$ cat src/rtl/ogr_host_link.sv
// ogr_host_link: host byte-stream front end for mark_counter_assembly.
//  The host loads the starting marks ('L'), starts a search ('S') or aborts it ('A').
//  When the assembly raises done, the result count and stored rulers are latched
//  and streamed back as A5, count, then 2 bytes per mark (low byte first).
// Ports:
//  FXCLK, RESET_IN        clock, async active-low reset
//  rx_data/valid/ready    host -> block byte stream
//  tx_data/valid/ready    block -> host byte stream
//  firstvalues            preset marks {fv[0]..fv[N]} to the assembly
//  search_reset           active-high reset to the assembly
//  done, numResultsObserved, results   assembly status and result slots
//  busy                   high while searching or transmitting
module ogr_host_link #(
  parameter int NUMPOSITIONS = 5,
  parameter int POSBITS      = 9,
  parameter int NUMRESULTS   = 5
) (
  input  logic                                         FXCLK,
  input  logic                                         RESET_IN,
  input  logic [7:0]                                   rx_data,
  input  logic                                         rx_valid,
  output logic                                         rx_ready,
  output logic [7:0]                                   tx_data,
  output logic                                         tx_valid,
  input  logic                                         tx_ready,
  output logic [(NUMPOSITIONS+1)*POSBITS-1:0]          firstvalues,
  output logic                                         search_reset,
  input  logic                                         done,
  input  logic [5:0]                                   numResultsObserved,
  input  logic [(NUMPOSITIONS+1)*POSBITS*NUMRESULTS-1:0] results,
  output logic                                         busy
);

  localparam int NM  = NUMPOSITIONS + 1;
  localparam int RW  = NM * POSBITS;
  localparam int LDB = 2 * NM;
  localparam int LDW = $clog2(LDB);
  localparam int MW  = (NM > 1) ? $clog2(NM) : 1;
  localparam int RIW = (NUMRESULTS > 1) ? $clog2(NUMRESULTS) : 1;

  localparam logic [7:0] CMD_L = 8'h4C;
  localparam logic [7:0] CMD_S = 8'h53;
  localparam logic [7:0] CMD_A = 8'h41;

  typedef enum logic [2:0] {
    S_IDLE, S_LOAD, S_SEARCH, S_TX_HDR, S_TX_CNT, S_TX_DATA, S_TX_ABT
  } state_e;

  state_e state_q, state_d;

  logic                 srst_q;
  logic [LDW-1:0]       ld_cnt_q;
  logic [15:0]          sh_q  [NM];               // load shadow, full 16b per mark
  logic [POSBITS-1:0]   fv_q  [NM];
  logic [POSBITS-1:0]   res_q [NUMRESULTS][NM];   // latched result slots
  logic [5:0]           cnt_q;
  logic [RIW-1:0]       rlast_q;                  // index of last slot to send
  logic [RIW-1:0]       ridx_q;
  logic [MW-1:0]        midx_q;
  logic                 hb_q;                     // 0: low byte, 1: high byte

  logic rx_fire, tx_fire;
  logic start_take, done_take, abort_take, ld_last, dat_last;
  logic [15:0] last16, m16;

  assign rx_ready = (state_q == S_IDLE) || (state_q == S_LOAD) || (state_q == S_SEARCH);
  assign tx_valid = (state_q == S_TX_HDR) || (state_q == S_TX_CNT) ||
                    (state_q == S_TX_DATA) || (state_q == S_TX_ABT);
  assign busy     = (state_q == S_SEARCH) || tx_valid;
  assign search_reset = srst_q;

  assign rx_fire    = rx_valid && rx_ready;
  assign tx_fire    = tx_valid && tx_ready;
  assign start_take = (state_q == S_IDLE) && rx_fire && (rx_data == CMD_S);
  assign done_take  = (state_q == S_SEARCH) && done;
  // done has priority over a same-cycle abort
  assign abort_take = (state_q == S_SEARCH) && rx_fire && (rx_data == CMD_A) && !done;
  assign ld_last    = (state_q == S_LOAD) && rx_fire && (ld_cnt_q == LDW'(LDB - 1));
  assign dat_last   = hb_q && (midx_q == MW'(NUMPOSITIONS)) && (ridx_q == rlast_q);
  assign last16     = {rx_data, sh_q[NUMPOSITIONS][7:0]};
  assign m16        = 16'(res_q[ridx_q][midx_q]);

  for (genvar g = 0; g < NM; g++) begin : g_fv
    assign firstvalues[(NM-g)*POSBITS-1 -: POSBITS] = fv_q[g];
  end

  always_comb begin
    tx_data = 8'h00;
    unique case (state_q)
      S_TX_HDR:  tx_data = 8'hA5;
      S_TX_CNT:  tx_data = {2'b00, cnt_q};
      S_TX_DATA: tx_data = hb_q ? m16[15:8] : m16[7:0];
      S_TX_ABT:  tx_data = 8'hAB;
      default:   tx_data = 8'h00;
    endcase
  end

  always_comb begin
    state_d = state_q;
    unique case (state_q)
      S_IDLE: if (rx_fire) begin
        if (rx_data == CMD_L)      state_d = S_LOAD;
        else if (rx_data == CMD_S) state_d = S_SEARCH;
      end
      S_LOAD:    if (ld_last) state_d = S_IDLE;
      S_SEARCH:  if (done_take) state_d = S_TX_HDR;
                 else if (abort_take) state_d = S_TX_ABT;
      S_TX_HDR:  if (tx_fire) state_d = S_TX_CNT;
      S_TX_CNT:  if (tx_fire) state_d = (cnt_q == 6'd0) ? S_IDLE : S_TX_DATA;
      S_TX_DATA: if (tx_fire && dat_last) state_d = S_IDLE;
      S_TX_ABT:  if (tx_fire) state_d = S_IDLE;
      default:   state_d = S_IDLE;
    endcase
  end

  always_ff @(posedge FXCLK or negedge RESET_IN) begin
    if (!RESET_IN) state_q <= S_IDLE;
    else           state_q <= state_d;
  end

  always_ff @(posedge FXCLK or negedge RESET_IN) begin
    if (!RESET_IN) begin
      srst_q   <= 1'b1;
      ld_cnt_q <= '0;
      cnt_q    <= '0;
      rlast_q  <= '0;
      ridx_q   <= '0;
      midx_q   <= '0;
      hb_q     <= 1'b0;
      for (int i = 0; i < NM; i++) begin
        fv_q[i] <= POSBITS'(i);
        sh_q[i] <= '0;
      end
      for (int k = 0; k < NUMRESULTS; k++)
        for (int i = 0; i < NM; i++)
          res_q[k][i] <= '0;
    end else begin
      if (start_take)                    srst_q <= 1'b0;
      else if (done_take || abort_take)  srst_q <= 1'b1;

      // shadow collects bytes; firstvalues only moves on the final byte
      if (state_q == S_IDLE) ld_cnt_q <= '0;
      else if ((state_q == S_LOAD) && rx_fire) begin
        ld_cnt_q <= ld_cnt_q + LDW'(1);
        if (!ld_cnt_q[0]) sh_q[ld_cnt_q[LDW-1:1]][7:0]  <= rx_data;
        else              sh_q[ld_cnt_q[LDW-1:1]][15:8] <= rx_data;
        if (ld_last) begin
          for (int i = 0; i < NUMPOSITIONS; i++) fv_q[i] <= sh_q[i][POSBITS-1:0];
          fv_q[NUMPOSITIONS] <= last16[POSBITS-1:0];
        end
      end

      if (done_take) begin
        cnt_q <= numResultsObserved;
        if (numResultsObserved >= 6'(NUMRESULTS)) rlast_q <= RIW'(NUMRESULTS - 1);
        else                                      rlast_q <= RIW'(numResultsObserved - 6'd1);
        for (int k = 0; k < NUMRESULTS; k++)
          for (int i = 0; i < NM; i++)
            res_q[k][i] <= results[(NUMRESULTS-k)*RW - 1 - i*POSBITS -: POSBITS];
      end

      if (state_q == S_TX_CNT) begin
        hb_q   <= 1'b0;
        midx_q <= '0;
        ridx_q <= '0;
      end else if ((state_q == S_TX_DATA) && tx_fire) begin
        if (!hb_q) hb_q <= 1'b1;
        else begin
          hb_q <= 1'b0;
          if (midx_q == MW'(NUMPOSITIONS)) begin
            midx_q <= '0;
            ridx_q <= ridx_q + RIW'(1);
          end else begin
            midx_q <= midx_q + MW'(1);
          end
        end
      end
    end
  end

endmodule

$ cat config.mk
export PLATFORM = sky130hd
export DESIGN_NAME = ogr_host_link
export DESIGN_NICKNAME = d
export VERILOG_FILES = /design/src/rtl/ogr_host_link.sv
export SDC_FILE = /design/constraint.sdc
export NUM_CORES = 1
export LEC_CHECK = 0
export CORE_MARGIN = 3
export CORE_UTILIZATION = 50
export CTS_CLUSTER_DIAMETER = 80
export DETAILED_ROUTE_END_ITERATION = 10
export GPL_TIMING_DRIVEN = 1
export PLACE_DENSITY = 0.87
export SETUP_SLACK_MARGIN = 0.4
export SLEW_MARGIN = 10
export SYNTH_ARGS = -nofsm -noshare
export SYNTH_HDL_FRONTEND = slang
export SYNTH_SLANG_ARGS = --single-unit
$ cat constraint.sdc
create_clock -name FXCLK -period 3.95 [get_ports FXCLK]
set_input_delay 0.79 -clock FXCLK [delete_from_list [all_inputs] [get_ports FXCLK]]
set_output_delay 0.79 -clock FXCLK [all_outputs]
set_load 0.03 [all_outputs]
==> results.md <==
- Status: finished, final reports clean
- Synth area leaders: dfrtp_1 (55%), nand2_1 (18%), mux4_2 (7.7%)
- Die footprint: 0.0381 mm2
- Placed Instance Area: 0.0219 mm2
- Die Ht: 195 um
- CP Max Fanout: 6
- Clock Path Buffers: 3
- Core area: 0.0349 mm2
- Crit path from: ridx_q[0]$_DFFE_PN0P_
- Total number of yosys warnings: 0
- Yosys cell types: 51
- Register area: 0.0101 mm2
- Clock Latency Late Sink: 0.53 ns
- Pleak: 0.0113 uW
- FF+latch count, synth: 401
- Post-route ant nets: 0
- Iter 0 DRT Violations: 1,452
- CTS tree: yes
- Total CTS buffers: 41
- Synthesized net count: 2,040
- Crit-path slowest cell: dfrtp_4
- Worst path bufs/invs: 2
- Most common cell in the netlist: nand2_1
- Max Clock Freq: 0.277 GHz
- Endpoints failing setup: 0
- Setup WS pre-CTS: 0.512 ns
- Via/cell ratio: 5.69
- Worst Tran Pin Value: 1.01 ns
- Vias in the first global route: 14,900
- Fillers: 2,419
- Ys flop type: dfrtp_1
- H-tree levels: 2
- Proportion of layout cells with a drive suffix above 1: 0.155
- Worst vdd ir: 355 uV
- Synth Area in Compound Gates: 0.0266
- Worst min path class: in -> async
- # port buffers: 354
- Final hold vios: 0
- Top cells by count, synth: nand2_1 (854), dfrtp_1 (393), mux2_2 (116)
- Synth Instances: 1,747
- Post-DP HPWL: 39,100 um
- Number of synthesized flops with an enable pin: 0
- Crit Reg-Reg Startpoint: state_q[2]$_DFFE_PN0P_
- Adder-cell share of the synthesized area: 0.00280
- Yosys top cell area share: 0.549
- Syn avg cell area: 10.2 um2
- Initial antenna violation count: 3
- Multi-input gate area in the final layout: 0.00745 mm2
- Max-slew violations: 0
- Largest net degree at the start of global routing: 160
- Register area share after synthesis: 0.561
- RD Place Congestion: 0.969
- All-Layer GR Usage: 0.287
- Post-Synth Simple-Gate Area: 0.209
- Kind of critical path: reg -> out
- Minimum clock period: 3.61 ns
- Arrival time worst endpoint: 2.82 ns
- Nets@finish: 2,371
- First-pass GRT wire length: 85,400 um
- Post-synthesis mux area share: 0.167
- Area delta synth->final: 32.1%
- IO Pins: 355
- Pwr/cell area: 653 mW/mm2
- Flop-to-flop setup slack: 1.62 ns
- N_diodes: 0
- Yosys top cell by area: dfrtp_1
- Max-cap viol count: 0
- Final instance area: 0.0237 mm2
- RR Endpoint: sh_q[23]$_DFFE_PN0P_
- RSZ-0062 raised after global routing: true
- Clock root cell: clkbuf_16
- Total grt overflow: 0
- Clk sink count: 401
- Largest family of logic cells by synthesized area: simple AND/OR/NAND/NOR gates
- Worst setup EP type: primary output
- First-pass DRT Iterations: 7
- Worst-path cell chain: buf_12, mux4_2, mux2i_1, nor3b_1, a31oi_1, a21oi_1, a211o_1, buf_4
- Via Count: 14,600
- Die W: 195 um
- Worst setup margin: 0.341 ns
- Starting Density: 0.513
- Routed Wire Length: 56,400 um
- Clock skew: 0.0151 ns
- Post-route DRC: 0
- Asr flop ratio synth: 1.00
- Crit path required time: 3.16 ns
- Startpoint class of the critical path: flop
- Slew HR: 0.327
- Mapped cell area: 0.0179 mm2
- Clock transition at the registers of the reported paths: 0.06 ns
- Wirelength per Cell: 22.0 um
- FF-to-FF path depth: 5
- Top Family by Delay on Critical Path: multiplexers
- Post-route clock period utilization: 0.914
- Row count: 68
- Synth Area in XOR/XNOR: 0.00440
- Sum Neg Setup Slack: 0 ns
- Crit-path max cell delay: 0.53 ns
cell type report:
type / instances / share of cell area
clock inverters: 18 / 0.00952
clock buffers: 57 / 0.0493
multi-input cells: 1233 / 0.315
repair buffers: 397 / 0.177
flip-flops and latches: 401 / 0.425
inverters: 4 / 0.000635
well taps: 455 / 0.0241
report_power, final:
| part | internal [uW] | switching, uW |
|---|---|---|
| registers | 5550 | 1160 |
| clock network | 2400 | 1630 |
| logic | 2030 | 2680 |
layer usage:
| metal | routed length [um] | track usage | share of wire |
|---|---|---|---|
| met2 | 27300 | 0.483 | 0.48 |
| met5 | 42 | 0 | 0.00074 |
| met3 | 4970 | 0.0587 | 0.088 |
| met1 | 20700 | 0.363 | 0.37 |
| met4 | 3430 | 0.128 | 0.061 |
cell families after synthesis:
kind of cell,after synthesis
simple gates,943
xor+xnor,9
fa+ha+maj,4
mux,208
compound gates,69
buf+inv,113
flops,401
layout by cell type, fill, tap and decap left out, types with 6 or more instances in the layout:
cell             instances
o21ai_0                 19
clkinv_2                10
nand2_1                854
clkbuf_1                 8
nor3_1                   6
a221o_1                  6
mux2i_1                 23
clkbuf_16               44
a221oi_1                 7
dfrtp_1                389
buf_4                   25
a21oi_1                 12
mux4_2                  61
dfstp_2                  8
mux2_2                 116
nor2_1                  28
nand2b_1                10
nand3_1                  8
clkdlybuf4s50_1        345
clkbuf_8                 8
nor2b_1                  6
mux2i_4                  6
buf_12                  17
timing repair:
action | CTS | global route
setup buffers | 7 | 7
hold buffers | 0 | 0
endpoints found under the setup margin | 8 | 7
pin swaps | 0 | 4
gates resized for setup | 4 | 24
gates cloned | 0 | 3
hold endpoints to repair | 0 | 0
through the flow:
step / total power (uW) / util / hold slack, ns / std cells
6_report: 15400 / 0.678 / 0.400 / 2565
4_1_cts: 15300 / 0.671 / 0.435 / 2555
5_1_grt: 16200 / 0.678 / 0.450 / 2565
3_3_place_gp: 10900 / 0.627 / 0.454 / 2473
3_5_place_dp: 11100 / 0.627 / 0.460 / 2473
2_1_floorplan: 9180 / - / 0.440 / 1747
worst max path at each step:
stage	endpoint	slack, ns	cells after the start
floorplan	tx_data[1]	1.23	6
global placement	tx_data[0]	0.52	7
detailed placement	tx_data[3]	0.51	5
CTS	tx_data[0]	0.38	8
global route	tx_data[0]	0.29	8
finish	tx_data[0]	0.34	8
flip-flops by register name, indices dropped and copies added, names as in the netlist:
register / count
cnt_q: 6
firstvalues: 54
hb_q: 1
last16: 8
ld_cnt_q: 4
midx_q: 3
res_q: 270
ridx_q: 3
rlast_q: 3
search_reset: 1
sh_q: 45
state_q: 3
Note: power is estimated with default switching activity, not from simulation.
